===== config.mk =====
export PLATFORM = sky130hd
export DESIGN_NAME = pc_sequencer_flat
export DESIGN_NICKNAME = d
export VERILOG_FILES = /design/src/rtl/pc_pkg.sv /design/src/rtl/pc_sequencer_if.sv /design/src/rtl/pc_target_calc.sv /design/src/rtl/pc_sequencer.sv /design/src/flat_wrapper.sv
export SDC_FILE = /design/constraint.sdc
export NUM_CORES = 1
export LEC_CHECK = 0
export BUFFER_PORTS_ARGS = -buffer_cell sky130_fd_sc_hd__buf_2
export CORE_AREA = 2 2 134 136
export CTS_CLUSTER_SIZE = 20
export DETAILED_ROUTE_END_ITERATION = 16
export DIE_AREA = 0 0 136 138
export PLACE_DENSITY = 0.6
export REMOVE_ABC_BUFFERS = 1
export SLEW_MARGIN = 20
export SYNTH_ARGS = -nofsm -noshare
export SYNTH_HDL_FRONTEND = slang
export SYNTH_SLANG_ARGS = --single-unit

===== constraint.sdc =====
create_clock -name clk -period 9.16 [get_ports clk]
set_input_delay 1.832 -clock clk [delete_from_list [all_inputs] [get_ports clk]]
set_output_delay 1.832 -clock clk [all_outputs]
set_load 0.1 [all_outputs]

===== src/rtl/pc_pkg.sv =====
// Shared encodings for the fetch PC sequencer: FSM states, redirect-select codes, default reset vector.
package pc_pkg;

   typedef enum logic {
      ST_RUN  = 1'b0,
      ST_PEND = 1'b1
   } state_e;

   typedef enum logic [1:0] {
      SEL_SEQ = 2'd0,
      SEL_BR  = 2'd1,
      SEL_J   = 2'd2,
      SEL_JR  = 2'd3
   } sel_e;

   localparam logic [31:0] DEFAULT_RESET_VEC = 32'h0000_0000;

endpackage


===== src/rtl/pc_sequencer_if.sv =====
// Redirect/stall bundle into the PC sequencer and the fetch-address outputs back out.
// misalign_err only exists when PC_ALIGN_CHECK_EN is defined.
interface pc_sequencer_if #(
   parameter int ADDR_W  = 32,
   parameter int INDEX_W = 26,
   parameter int IMM_W   = 16
);
   logic               stall;
   logic               branch_taken;
   logic [IMM_W-1:0]   branch_imm;
   logic               jump;
   logic [INDEX_W-1:0] jump_index;
   logic               jump_reg;
   logic [ADDR_W-1:0]  jr_target;
   logic [ADDR_W-1:0]  pc;
   logic [ADDR_W-1:0]  pc_plus4;
   logic               redirect_pending;
`ifdef PC_ALIGN_CHECK_EN
   logic               misalign_err;

   modport master (
      output stall, branch_taken, branch_imm, jump, jump_index, jump_reg, jr_target,
      input  pc, pc_plus4, redirect_pending, misalign_err
   );
   modport slave (
      input  stall, branch_taken, branch_imm, jump, jump_index, jump_reg, jr_target,
      output pc, pc_plus4, redirect_pending, misalign_err
   );
`else
   modport master (
      output stall, branch_taken, branch_imm, jump, jump_index, jump_reg, jr_target,
      input  pc, pc_plus4, redirect_pending
   );
   modport slave (
      input  stall, branch_taken, branch_imm, jump, jump_index, jump_reg, jr_target,
      output pc, pc_plus4, redirect_pending
   );
`endif
endinterface


===== src/rtl/pc_target_calc.sv =====
// Combinational redirect target formation and priority select (jump_reg > jump > branch).
// PC_ALIGN_CHECK_EN: flags misaligned jump_reg targets and forces their low two bits to zero.
module pc_target_calc
   import pc_pkg::*;
#(
   parameter int ADDR_W  = 32,
   parameter int INDEX_W = 26,
   parameter int IMM_W   = 16
) (
   input  logic [ADDR_W-1:0]  i_pc_plus4,
   input  logic               i_branch_taken,
   input  logic [IMM_W-1:0]   i_branch_imm,
   input  logic               i_jump,
   input  logic [INDEX_W-1:0] i_jump_index,
   input  logic               i_jump_reg,
   input  logic [ADDR_W-1:0]  i_jr_target,
   output logic [ADDR_W-1:0]  o_sel_tgt,
`ifdef PC_ALIGN_CHECK_EN
   output logic               o_jr_misalign,
`endif
   output logic               o_redirect
);

   logic [ADDR_W-1:0] w_imm_sext;
   logic [ADDR_W-1:0] w_br_tgt;
   logic [ADDR_W-1:0] w_j_tgt;
   logic [ADDR_W-1:0] w_jr_tgt;
   sel_e              w_sel;

   assign w_imm_sext = ADDR_W'($signed(i_branch_imm));
   assign w_br_tgt   = i_pc_plus4 + (w_imm_sext << 2);

   // The upper region bits come from pc+4; when the index fills the word there are none.
   generate
      if (ADDR_W == INDEX_W + 2) begin : g_j_no_upper
         assign w_j_tgt = {i_jump_index, 2'b00};
      end else begin : g_j_upper
         assign w_j_tgt = {i_pc_plus4[ADDR_W-1:INDEX_W+2], i_jump_index, 2'b00};
      end
   endgenerate

`ifdef PC_ALIGN_CHECK_EN
   assign w_jr_tgt      = {i_jr_target[ADDR_W-1:2], 2'b00};
   assign o_jr_misalign = i_jump_reg && (i_jr_target[1:0] != 2'b00);
`else
   assign w_jr_tgt      = i_jr_target;
`endif

   always_comb begin
      w_sel = SEL_SEQ;
      if (i_jump_reg) begin
         w_sel = SEL_JR;
      end else if (i_jump) begin
         w_sel = SEL_J;
      end else if (i_branch_taken) begin
         w_sel = SEL_BR;
      end
   end

   always_comb begin
      o_sel_tgt = i_pc_plus4;
      case (w_sel)
         SEL_JR:  o_sel_tgt = w_jr_tgt;
         SEL_J:   o_sel_tgt = w_j_tgt;
         SEL_BR:  o_sel_tgt = w_br_tgt;
         default: o_sel_tgt = i_pc_plus4;
      endcase
   end

   assign o_redirect = i_jump_reg | i_jump | i_branch_taken;

endmodule


===== src/rtl/pc_sequencer.sv =====
// Fetch PC register with a one-entry pending-redirect buffer so redirects survive a stall.
// PC_ALIGN_CHECK_EN adds a sticky misalign_err for misaligned jump_reg targets.
module pc_sequencer
   import pc_pkg::*;
#(
   parameter int               ADDR_W    = 32,
   parameter int               INDEX_W   = 26,
   parameter int               IMM_W     = 16,
   parameter logic [ADDR_W-1:0] RESET_VEC = ADDR_W'(DEFAULT_RESET_VEC)
) (
   input  logic          clk,
   input  logic          rst_n,
   pc_sequencer_if.slave bus
);

   state_e            r_state;
   state_e            w_state_next;
   logic [ADDR_W-1:0] r_pc;
   logic [ADDR_W-1:0] w_pc_next;
   logic [ADDR_W-1:0] r_pend_tgt;
   logic [ADDR_W-1:0] w_pend_next;
   logic [ADDR_W-1:0] w_pc_plus4;
   logic [ADDR_W-1:0] w_sel_tgt;
   logic              w_redirect;

   assign w_pc_plus4 = r_pc + ADDR_W'(4);

`ifdef PC_ALIGN_CHECK_EN
   logic w_jr_misalign;
   logic r_misalign_err;
`endif

   pc_target_calc #(
      .ADDR_W  (ADDR_W),
      .INDEX_W (INDEX_W),
      .IMM_W   (IMM_W)
   ) u_target_calc (
      .i_pc_plus4     (w_pc_plus4),
      .i_branch_taken (bus.branch_taken),
      .i_branch_imm   (bus.branch_imm),
      .i_jump         (bus.jump),
      .i_jump_index   (bus.jump_index),
      .i_jump_reg     (bus.jump_reg),
      .i_jr_target    (bus.jr_target),
      .o_sel_tgt      (w_sel_tgt),
`ifdef PC_ALIGN_CHECK_EN
      .o_jr_misalign  (w_jr_misalign),
`endif
      .o_redirect     (w_redirect)
   );

   always_ff @(posedge clk or negedge rst_n) begin
      if (!rst_n) begin
         r_state    <= ST_RUN;
         r_pc       <= RESET_VEC;
         r_pend_tgt <= '0;
      end else begin
         r_state    <= w_state_next;
         r_pc       <= w_pc_next;
         r_pend_tgt <= w_pend_next;
      end
   end

   // In PEND the buffered target belongs to the older instruction, so new redirects are dropped.
   always_comb begin
      w_state_next = r_state;
      w_pc_next    = r_pc;
      w_pend_next  = r_pend_tgt;
      case (r_state)
         ST_RUN: begin
            if (!bus.stall) begin
               w_pc_next = w_redirect ? w_sel_tgt : w_pc_plus4;
            end else if (w_redirect) begin
               w_pend_next  = w_sel_tgt;
               w_state_next = ST_PEND;
            end
         end
         ST_PEND: begin
            if (!bus.stall) begin
               w_pc_next    = r_pend_tgt;
               w_state_next = ST_RUN;
            end
         end
         default: w_state_next = ST_RUN;
      endcase
   end

`ifdef PC_ALIGN_CHECK_EN
   always_ff @(posedge clk or negedge rst_n) begin
      if (!rst_n) begin
         r_misalign_err <= 1'b0;
      end else if ((r_state == ST_RUN) && w_jr_misalign) begin
         r_misalign_err <= 1'b1;
      end
   end

   assign bus.misalign_err = r_misalign_err;
`endif

   assign bus.pc               = r_pc;
   assign bus.pc_plus4         = w_pc_plus4;
   assign bus.redirect_pending = (r_state == ST_PEND);

endmodule


===== src/flat_wrapper.sv =====
// flat-port wrapper written by rule: the top's interface ports become plain ports
module pc_sequencer_flat import pc_pkg::*;
#(
   parameter int               ADDR_W    = 32,
   parameter int               INDEX_W   = 26,
   parameter int               IMM_W     = 16,
   parameter logic [ADDR_W-1:0] RESET_VEC = ADDR_W'(DEFAULT_RESET_VEC)
)
  (clk, rst_n, bus_stall, bus_branch_taken, bus_branch_imm, bus_jump, bus_jump_index, bus_jump_reg, bus_jr_target, bus_pc, bus_pc_plus4, bus_redirect_pending);
  pc_sequencer_if #(.ADDR_W(ADDR_W), .INDEX_W(INDEX_W), .IMM_W(IMM_W)) bus_i ();
  input  logic clk;
  input  logic rst_n;
  input wire logic [$bits(bus_i.stall)-1:0] bus_stall;
  input wire logic [$bits(bus_i.branch_taken)-1:0] bus_branch_taken;
  input wire logic [$bits(bus_i.branch_imm)-1:0] bus_branch_imm;
  input wire logic [$bits(bus_i.jump)-1:0] bus_jump;
  input wire logic [$bits(bus_i.jump_index)-1:0] bus_jump_index;
  input wire logic [$bits(bus_i.jump_reg)-1:0] bus_jump_reg;
  input wire logic [$bits(bus_i.jr_target)-1:0] bus_jr_target;
  output wire logic [$bits(bus_i.pc)-1:0] bus_pc;
  output wire logic [$bits(bus_i.pc_plus4)-1:0] bus_pc_plus4;
  output wire logic [$bits(bus_i.redirect_pending)-1:0] bus_redirect_pending;
  assign bus_i.stall = bus_stall;
  assign bus_i.branch_taken = bus_branch_taken;
  assign bus_i.branch_imm = bus_branch_imm;
  assign bus_i.jump = bus_jump;
  assign bus_i.jump_index = bus_jump_index;
  assign bus_i.jump_reg = bus_jump_reg;
  assign bus_i.jr_target = bus_jr_target;
  assign bus_pc = bus_i.pc;
  assign bus_pc_plus4 = bus_i.pc_plus4;
  assign bus_redirect_pending = bus_i.redirect_pending;
  pc_sequencer #(.ADDR_W(ADDR_W), .INDEX_W(INDEX_W), .IMM_W(IMM_W), .RESET_VEC(RESET_VEC)) u_core (.clk(clk), .rst_n(rst_n), .bus(bus_i));
endmodule

==> out/results.ini, run 1 <==
[timing]
final-hold-violation-count=0
hold-worst-slack_ns=0.480
max_freq_mhz=194
finalSetupTns_ns=0
skew_ns=0.0114
fin_crit_ns=5.17
max_slew_margin_pct=31.7
timing.final.ws_setup_ns=3.99
setup_violations=0
period_share_pct=56.4
worstMarginPinSlew_ns=1.02
rsz0062_at_grt=false
slew_violations=0

[worst_setup_path]
cp_slowest_cell=nand2_1
crit_family=buffers and inverters
critPathKind=in -> reg
arrival_ns=5.41
critPathCaptureType=flip-flop
crit_fanout=46
critPathMaxStageDelay_ns=0.80
r2r_slack_ns=4.64
r2r_cells=15
cp_data_required_time_ns=9.40
r2r-start=u_core.bus.pc[2]
path_cells=buf_2 > buf_4 > clkinv_1 > nand2_1 > nand3_1 > buf_4 > o31ai_1
cp_common_cell=buf_4
worst-path-buf-inv=4
crit_path_start_kind=primary input
r2r-end=u_core.bus.pc[31]

[synthesis]
synth_top_area_share_pct=29.1
synthCells=713
synth-main-ff-cell=dfrtp_1
ys_ff_latch=65
ys_top_cells_by_area=dfrtp_1 (29%), ha_1 (7.6%), nand2_1 (7.5%)
synthXorXnorAreaFrac_pct=8.64
syn_area_um2=5590
synth.most_common_cell=nand2_1
yosysUniqueCellTypes=59
yosysTopAreaCell=dfrtp_1
yosysWarnings=0
yosysSeqAreaShare_pct=29.1
synthArstFlopShare_pct=100
synth_top_family_by_area=compound AO/OA/AOI/OAI gates
synth_fa_ha_area_share_pct=7.97
syn_avg_cell_area_um2=7.84
synth.area.mux_share_pct=2.44
synth_compound_gate_area_share_pct=27.1
yosys.area_share.simple_pct=20.7
synth_common_cells=nand2_1 (111), o21ai_0 (68), dfrtp_1 (65)
synth_edf_count=0

[finish]
final_layout_size_suffix_gt1_share_pct=22.3
fin_cells=1073
nets=954
insertedDiodeCount=0
syn2layout_area_growth_pct=22.5

[floorplan]
die_area_um2=18800
pin_count=145
core-area_um2=17500
start_util_pct=31.9
num_rows=49
die_w_um=136
die_h_um=138

[route]
vias_per_cell=5.43
ant_nets=0
drt_iter0_drc=331
wl_um=20300
firstDrtPassIters=7
wire_per_inst_um=18.9
num_vias=5824
drc_errors=0

[clock_tree]
htree_levels=3
clock_latency_ns=0.35
cts.sink_count=65
cts_hold_buffers=0
cts.path.max_buffers=2
root_buffer=clkbuf_16
clkSlewWorstSetupHoldPaths_ns=0.06
cts_made_buffers=9
cts_tree=done
cts.repair.resized=0
postCtsSetupRepairBufs=0

[placed_design]
numPortBuffers=144
pre_cts_ws_ns=3.67
gp_congestion=0.934
dp.cells=1057
detailed_place_hpwl_um=15200

[global_route]
grt_use_total_pct=22.0
grt_pass1_vias=5584
grt_pass1_wl_um=32000
antenna_found_initial=0
grt_max_degree=68
overflow=0

[hold_path]
hold_class=reg -> reg
min_to=u_core.r_pend_tgt[21]
hold_depth=2
hp-start=u_core.r_pend_tgt[21]

[power_and_ir_drop]
cellInternalPower_mw=0.822
comb_power_share_pct=54.2
seqPwrFrac_pct=23.3
total_leakage_power_nw=3.24
power.density_nw_per_um2=253
irDropWorstVdd_uv=130
power_switching_share_pct=52.5
p_clk_share_pct=22.5
power_switching_mw=0.908

[status]
outcome=finished clean

[run]
cap_violations=0

## worst max path at each step
stage                                start               endpoint  slack (ns)  cells after the start
after floorplan           u_core.bus.pc[3]  u_core.r_pend_tgt[31]        3.33                     16
final                         bus_jump_reg  u_core.r_pend_tgt[30]        3.99                      7
after global placement        bus_jump_reg  u_core.r_pend_tgt[30]        3.83                      7
after global routing          bus_jump_reg  u_core.r_pend_tgt[30]        3.73                      7
after CTS                 u_core.bus.pc[2]       bus_pc_plus4[28]        4.02                      7
after detailed placement      bus_jump_reg  u_core.r_pend_tgt[30]        3.67                      7
## layer usage
| layer | global-route usage [%] | part of all wire (%) | vias up |
|---|---|---|---|
| li1 | - | - | 2851 |
| met1 | 32.1 | 46 | 2711 |
| met2 | 31.8 | 44 | 228 |
| met3 | 4.88 | 7.2 | 34 |
| met4 | 7.89 | 2.5 | 0 |
| met5 | 0 | 0 | - |
## sequential cells by signal, indices dropped and copies added, names as in the netlist
register,cells
u_core.bus.pc,32
u_core.r_pend_tgt,32
u_core.bus.redirect_pending,1
## metrics by stage
stage | total power [mW] | util (%) | area, um^2
3_5_place_dp | 1.34 | 37.2 | 6520
2_1_floorplan | 1.13 | - | 5430
4_1_cts | 1.74 | 39.0 | 6850
6_report | 1.73 | 39.0 | 6850
3_3_place_gp | 1.34 | 37.2 | 6520
5_1_grt | 1.83 | 39.0 | 6850
## worst reg2reg max path: cells and delay by family, from the launching register on
kind / cells / cell delay (ns)
xor gates and xnor gates: 2 / 0.53
AOI/OAI and AO/OA: 6 / 1.24
and+or+nand+nor: 5 / 1.44
adders and majority gates: 2 / 0.70
DFF: 1 / 0.52
## power by group through the flow
stage                     combinational (mW)  clock, mW  sequential (mW)
after floorplan                        0.542          0            0.592
after global placement                 0.932          0            0.406
after detailed placement               0.936          0            0.406
after CTS                              0.938      0.397            0.402
after global routing                    1.00      0.410            0.412
final                                  0.938      0.389            0.403
## kinds of logic (layout without fill, tap and decap cells)
family                     count (synthesis)  after routing
xor gates and xnor gates                  53             53
muxes                                     13             13
DFF                                       65             65
and+or+nand+nor                          246            246
adders and majority gates                 35             35
AOI/OAI and AO/OA                        243            243
buffers and inverters                     58            189
## cells in the final DEF (no fill, tap or decap), types with 5 or more instances in the layout
cell type / count
buf_2: 144
a21o_1: 18
mux2_2: 5
ha_1: 34
nor3_1: 10
a21oi_1: 61
xor2_1: 24
o21ai_1: 11
nor2_1: 58
a221oi_1: 8
o21ai_0: 68
a31oi_1: 9
o221ai_1: 8
nand2_1: 111
nand3_1: 23
and3_1: 10
dfrtp_1: 65
buf_4: 10
inv_1: 16
a22oi_1: 7
nand2b_1: 6
xnor2_1: 28
o211ai_1: 5
mux2i_1: 8
a211oi_1: 6
nand4_1: 9
o22ai_1: 8
clkbuf_16: 9
## final cells by class
cell class	count	area (um^2)
Inverter	19	71.3
Multi-Input combinational cell	590	3730
Timing Repair Buffer	154	796
Tap cell	229	287
Clock inverter	5	77.6
Sequential cell	65	1630
Fill cell	1880	10700
Clock buffer	11	253
(Power assumes the default switching activity.)
==> run 2: changes to the inputs <==
==> constraint.sdc (replaced) <==
create_clock -name clk -period 5.4 [get_ports clk]
set_input_delay 1.08 -clock clk [delete_from_list [all_inputs] [get_ports clk]]
set_output_delay 1.08 -clock clk [all_outputs]
set_load 0.1 [all_outputs]
==> run 2 against run 1 <==
Flip-flop and latch count did not move. Utilization fell by 0.11 points. Cell count rose by 0.19%. Sequential power rose by 70%. Sequential share of layout area rose by 0.065 points. Hold slack got worse by 0.0050 ns. Clock power rose by 54%. Register-to-register slack got worse by 3.4 ns. Worst setup slack got worse by 2.8 ns. First-iteration DRC count rose by 26%. Global-route usage rose by 0.28 points. Count of clock-buffer cells in the layout fell by 1. Critical path type is now reg -> reg. Largest cell class unchanged. Largest power group unchanged. Highest routed layer unchanged.
==> out/results.ini, run 2 (same netlist as run 1, synthesis figures left out) <==
[timing]
rsz0062_at_grt=false  ; unchanged
max_freq_mhz=238
worstMarginPinSlew_ns=0.797  ; was 1.02 ns
period_share_pct=77.8
finalSetupTns_ns=0  ; unchanged
skew_ns=0.00953  ; was 0.0114 ns
fin_crit_ns=4.20
final-hold-violation-count=0  ; unchanged
max_slew_margin_pct=46.7  ; was 31.7%
setup_violations=0  ; unchanged
hold-worst-slack_ns=0.475  ; was 0.480 ns
timing.final.ws_setup_ns=1.20  ; was 3.99 ns
slew_violations=0  ; unchanged

[worst_setup_path]
crit_cells=16  ; was 7
critPathKind=reg -> reg  ; was in -> reg
arrival_ns=4.43  ; was 5.41 ns
crit_path_start_kind=flip-flop  ; was primary input
r2r_slack_ns=1.20  ; was 4.64 ns
cp_data_required_time_ns=5.63  ; was 9.40 ns
critPathCaptureType=flip-flop  ; unchanged
crit_fanout=6  ; was 46
worst-path-buf-inv=0  ; was 4
cp_slowest_cell=o41ai_2  ; was nand2_1
crit_family=compound AO/OA/AOI/OAI gates  ; was buffers and inverters
r2r_cells=16  ; was 15
r2r-end=u_core.r_pend_tgt[25]  ; was u_core.bus.pc[31]
critPathMaxStageDelay_ns=0.56  ; was 0.80 ns
path_cells=ha_1 > nand2_1 > nor2_1 > and4_1 > and3_1 > xor2_1 > ha_1 > a21oi_1 > o21ai_0 > nand3_1 > a21oi_1 > o41ai_2 > o21ai_1 > xnor2_1 > o22ai_1 > mux2_2  ; was buf_2 > buf_4 > clkinv_1 > nand2_1 > nand3_1 > buf_4 > o31ai_1
r2r-start=u_core.bus.pc[3]  ; was u_core.bus.pc[2]

[hold_path]
hold_depth=2  ; unchanged
hold_class=reg -> reg  ; unchanged
hp-start=u_core.r_pend_tgt[13]  ; was u_core.r_pend_tgt[21]
min_to=u_core.r_pend_tgt[13]  ; was u_core.r_pend_tgt[21]

[global_route]
met2_usage_pct=36.3  ; was 31.8%
grt_pass1_vias=5646  ; was 5,584
grt_max_degree=68  ; unchanged
antenna_found_initial=0  ; unchanged
overflow=0  ; unchanged
grt_pass1_wl_um=32400  ; was 32,000 um
grt_util_met1_pct=29.8  ; was 32.1%
busiest_layer=met2  ; was met1
grt_use_total_pct=22.3  ; was 22.0%
use_met3_pct=5.35  ; was 4.88%

[placed_design]
pre_cts_ws_ns=1.24  ; was 3.67 ns
gp_congestion=0.920  ; was 0.934
dp.cells=1059  ; was 1,057
placed_area_um2=6530  ; was 6520 um^2
detailed_place_hpwl_um=15200  ; about the same
numPortBuffers=144  ; unchanged

[status]
outcome=finished clean  ; unchanged

[route]
drt_iter0_drc=416  ; was 331
wire_per_inst_um=19.0  ; was 18.9 um
wl_um=20400  ; was 20,300 um
firstDrtPassIters=5  ; was 7
vias_per_cell=5.34  ; was 5.43
drc_errors=0  ; unchanged
num_vias=5738  ; was 5,824
ant_nets=0  ; unchanged

[power_and_ir_drop]
irDropWorstVdd_uv=237  ; was 130 uV
power.density_nw_per_um2=422  ; was 253 nW/um^2
total_leakage_power_nw=3.24  ; about the same
finalPower_mw=2.88  ; was 1.73 mW

[clock_tree]
postCtsSetupRepairBufs=0  ; unchanged
cts_made_buffers=9  ; unchanged
cts.path.max_buffers=2  ; unchanged
root_buffer=clkbuf_16  ; unchanged
htree_levels=3  ; unchanged
cts.sink_count=65  ; unchanged
cts_hold_buffers=0  ; unchanged
clock_latency_ns=0.35  ; about the same
clkSlewWorstSetupHoldPaths_ns=0.06  ; about the same
cts.repair.resized=0  ; unchanged
cts_tree=done  ; unchanged

[finish]
fin_cells=1075  ; was 1,073
nets=956  ; was 954
mostFrequentLayoutCells=buf_2 (144), nand2_1 (111), o21ai_0 (68)  ; unchanged
final_layout_size_suffix_gt1_share_pct=22.5  ; was 22.3%
finalInstanceArea_um2=6830  ; was 6850 um^2
final_common_cell=buf_2  ; unchanged
num-fill-cells=1911  ; was 1,880
post-route-util_pct=38.9  ; was 39.0%
insertedDiodeCount=0  ; unchanged
syn2layout_area_growth_pct=22.2  ; was 22.5%

[floorplan]
die_area_um2=18800  ; unchanged
num_rows=49  ; unchanged
start_util_pct=31.9  ; unchanged
core-area_um2=17500  ; unchanged
die_h_um=138  ; unchanged
pin_count=145  ; unchanged
die_w_um=136  ; unchanged

[run]
cap_violations=0  ; unchanged

-- run 2: cell types whose count changed in the layout (fill, tap and decap cells not counted) --
cell / change
buf_4: +2
clkinv_2: +2
bufinv_16: -1
clkbuf_8: -1
-- run 2: how the worst max path moves through the flow --
stage | end | slack [ns] | start
floorplan | u_core.r_pend_tgt[31] | -0.43 | u_core.bus.pc[3]
global placement | u_core.r_pend_tgt[25] | 1.27 | u_core.bus.pc[2]
detailed placement | u_core.r_pend_tgt[25] | 1.24 | u_core.bus.pc[2]
CTS | u_core.r_pend_tgt[25] | 1.21 | u_core.bus.pc[2]
global route | u_core.bus.pc[31] | 0.94 | u_core.bus.pc[3]
finish | u_core.r_pend_tgt[25] | 1.20 | u_core.bus.pc[3]
-- run 2: cell type report --
type | instances | area [um^2] | area share, %
Clock buffer | 10 | 239 | 3.50
Clock inverter | 6 | 57.6 | 0.843
Inverter | 19 | 71.3 | 1.04
Multi-Input combinational cell | 590 | 3730 | 54.7
Sequential cell | 65 | 1630 | 23.8
Tap cell | 229 | 287 | 4.20
Timing Repair Buffer | 156 | 811 | 11.9
-- run 2: worst min-delay path: cells and delay by family (launching register included) --
| kind | cells | cell delay, ns |
|---|---|---|
| simple gates | 2 | 0.11 |
| flops | 1 | 0.34 |
-- run 2: per-layer routing --
metal / share of wire (%) / routed length (um) / vias up
li1: - / - / 2846
met1: 44 / 9000 / 2671
met2: 48 / 9730 / 198
met3: 6.4 / 1310 / 23
met4: 1.9 / 381 / 0
met5: 0 / 0 / -
-- run 2: power breakdown --
part           switching (mW)  internal, mW
Combinational            1.21         0.388
Clock                   0.233         0.367
Sequential              0.105         0.579
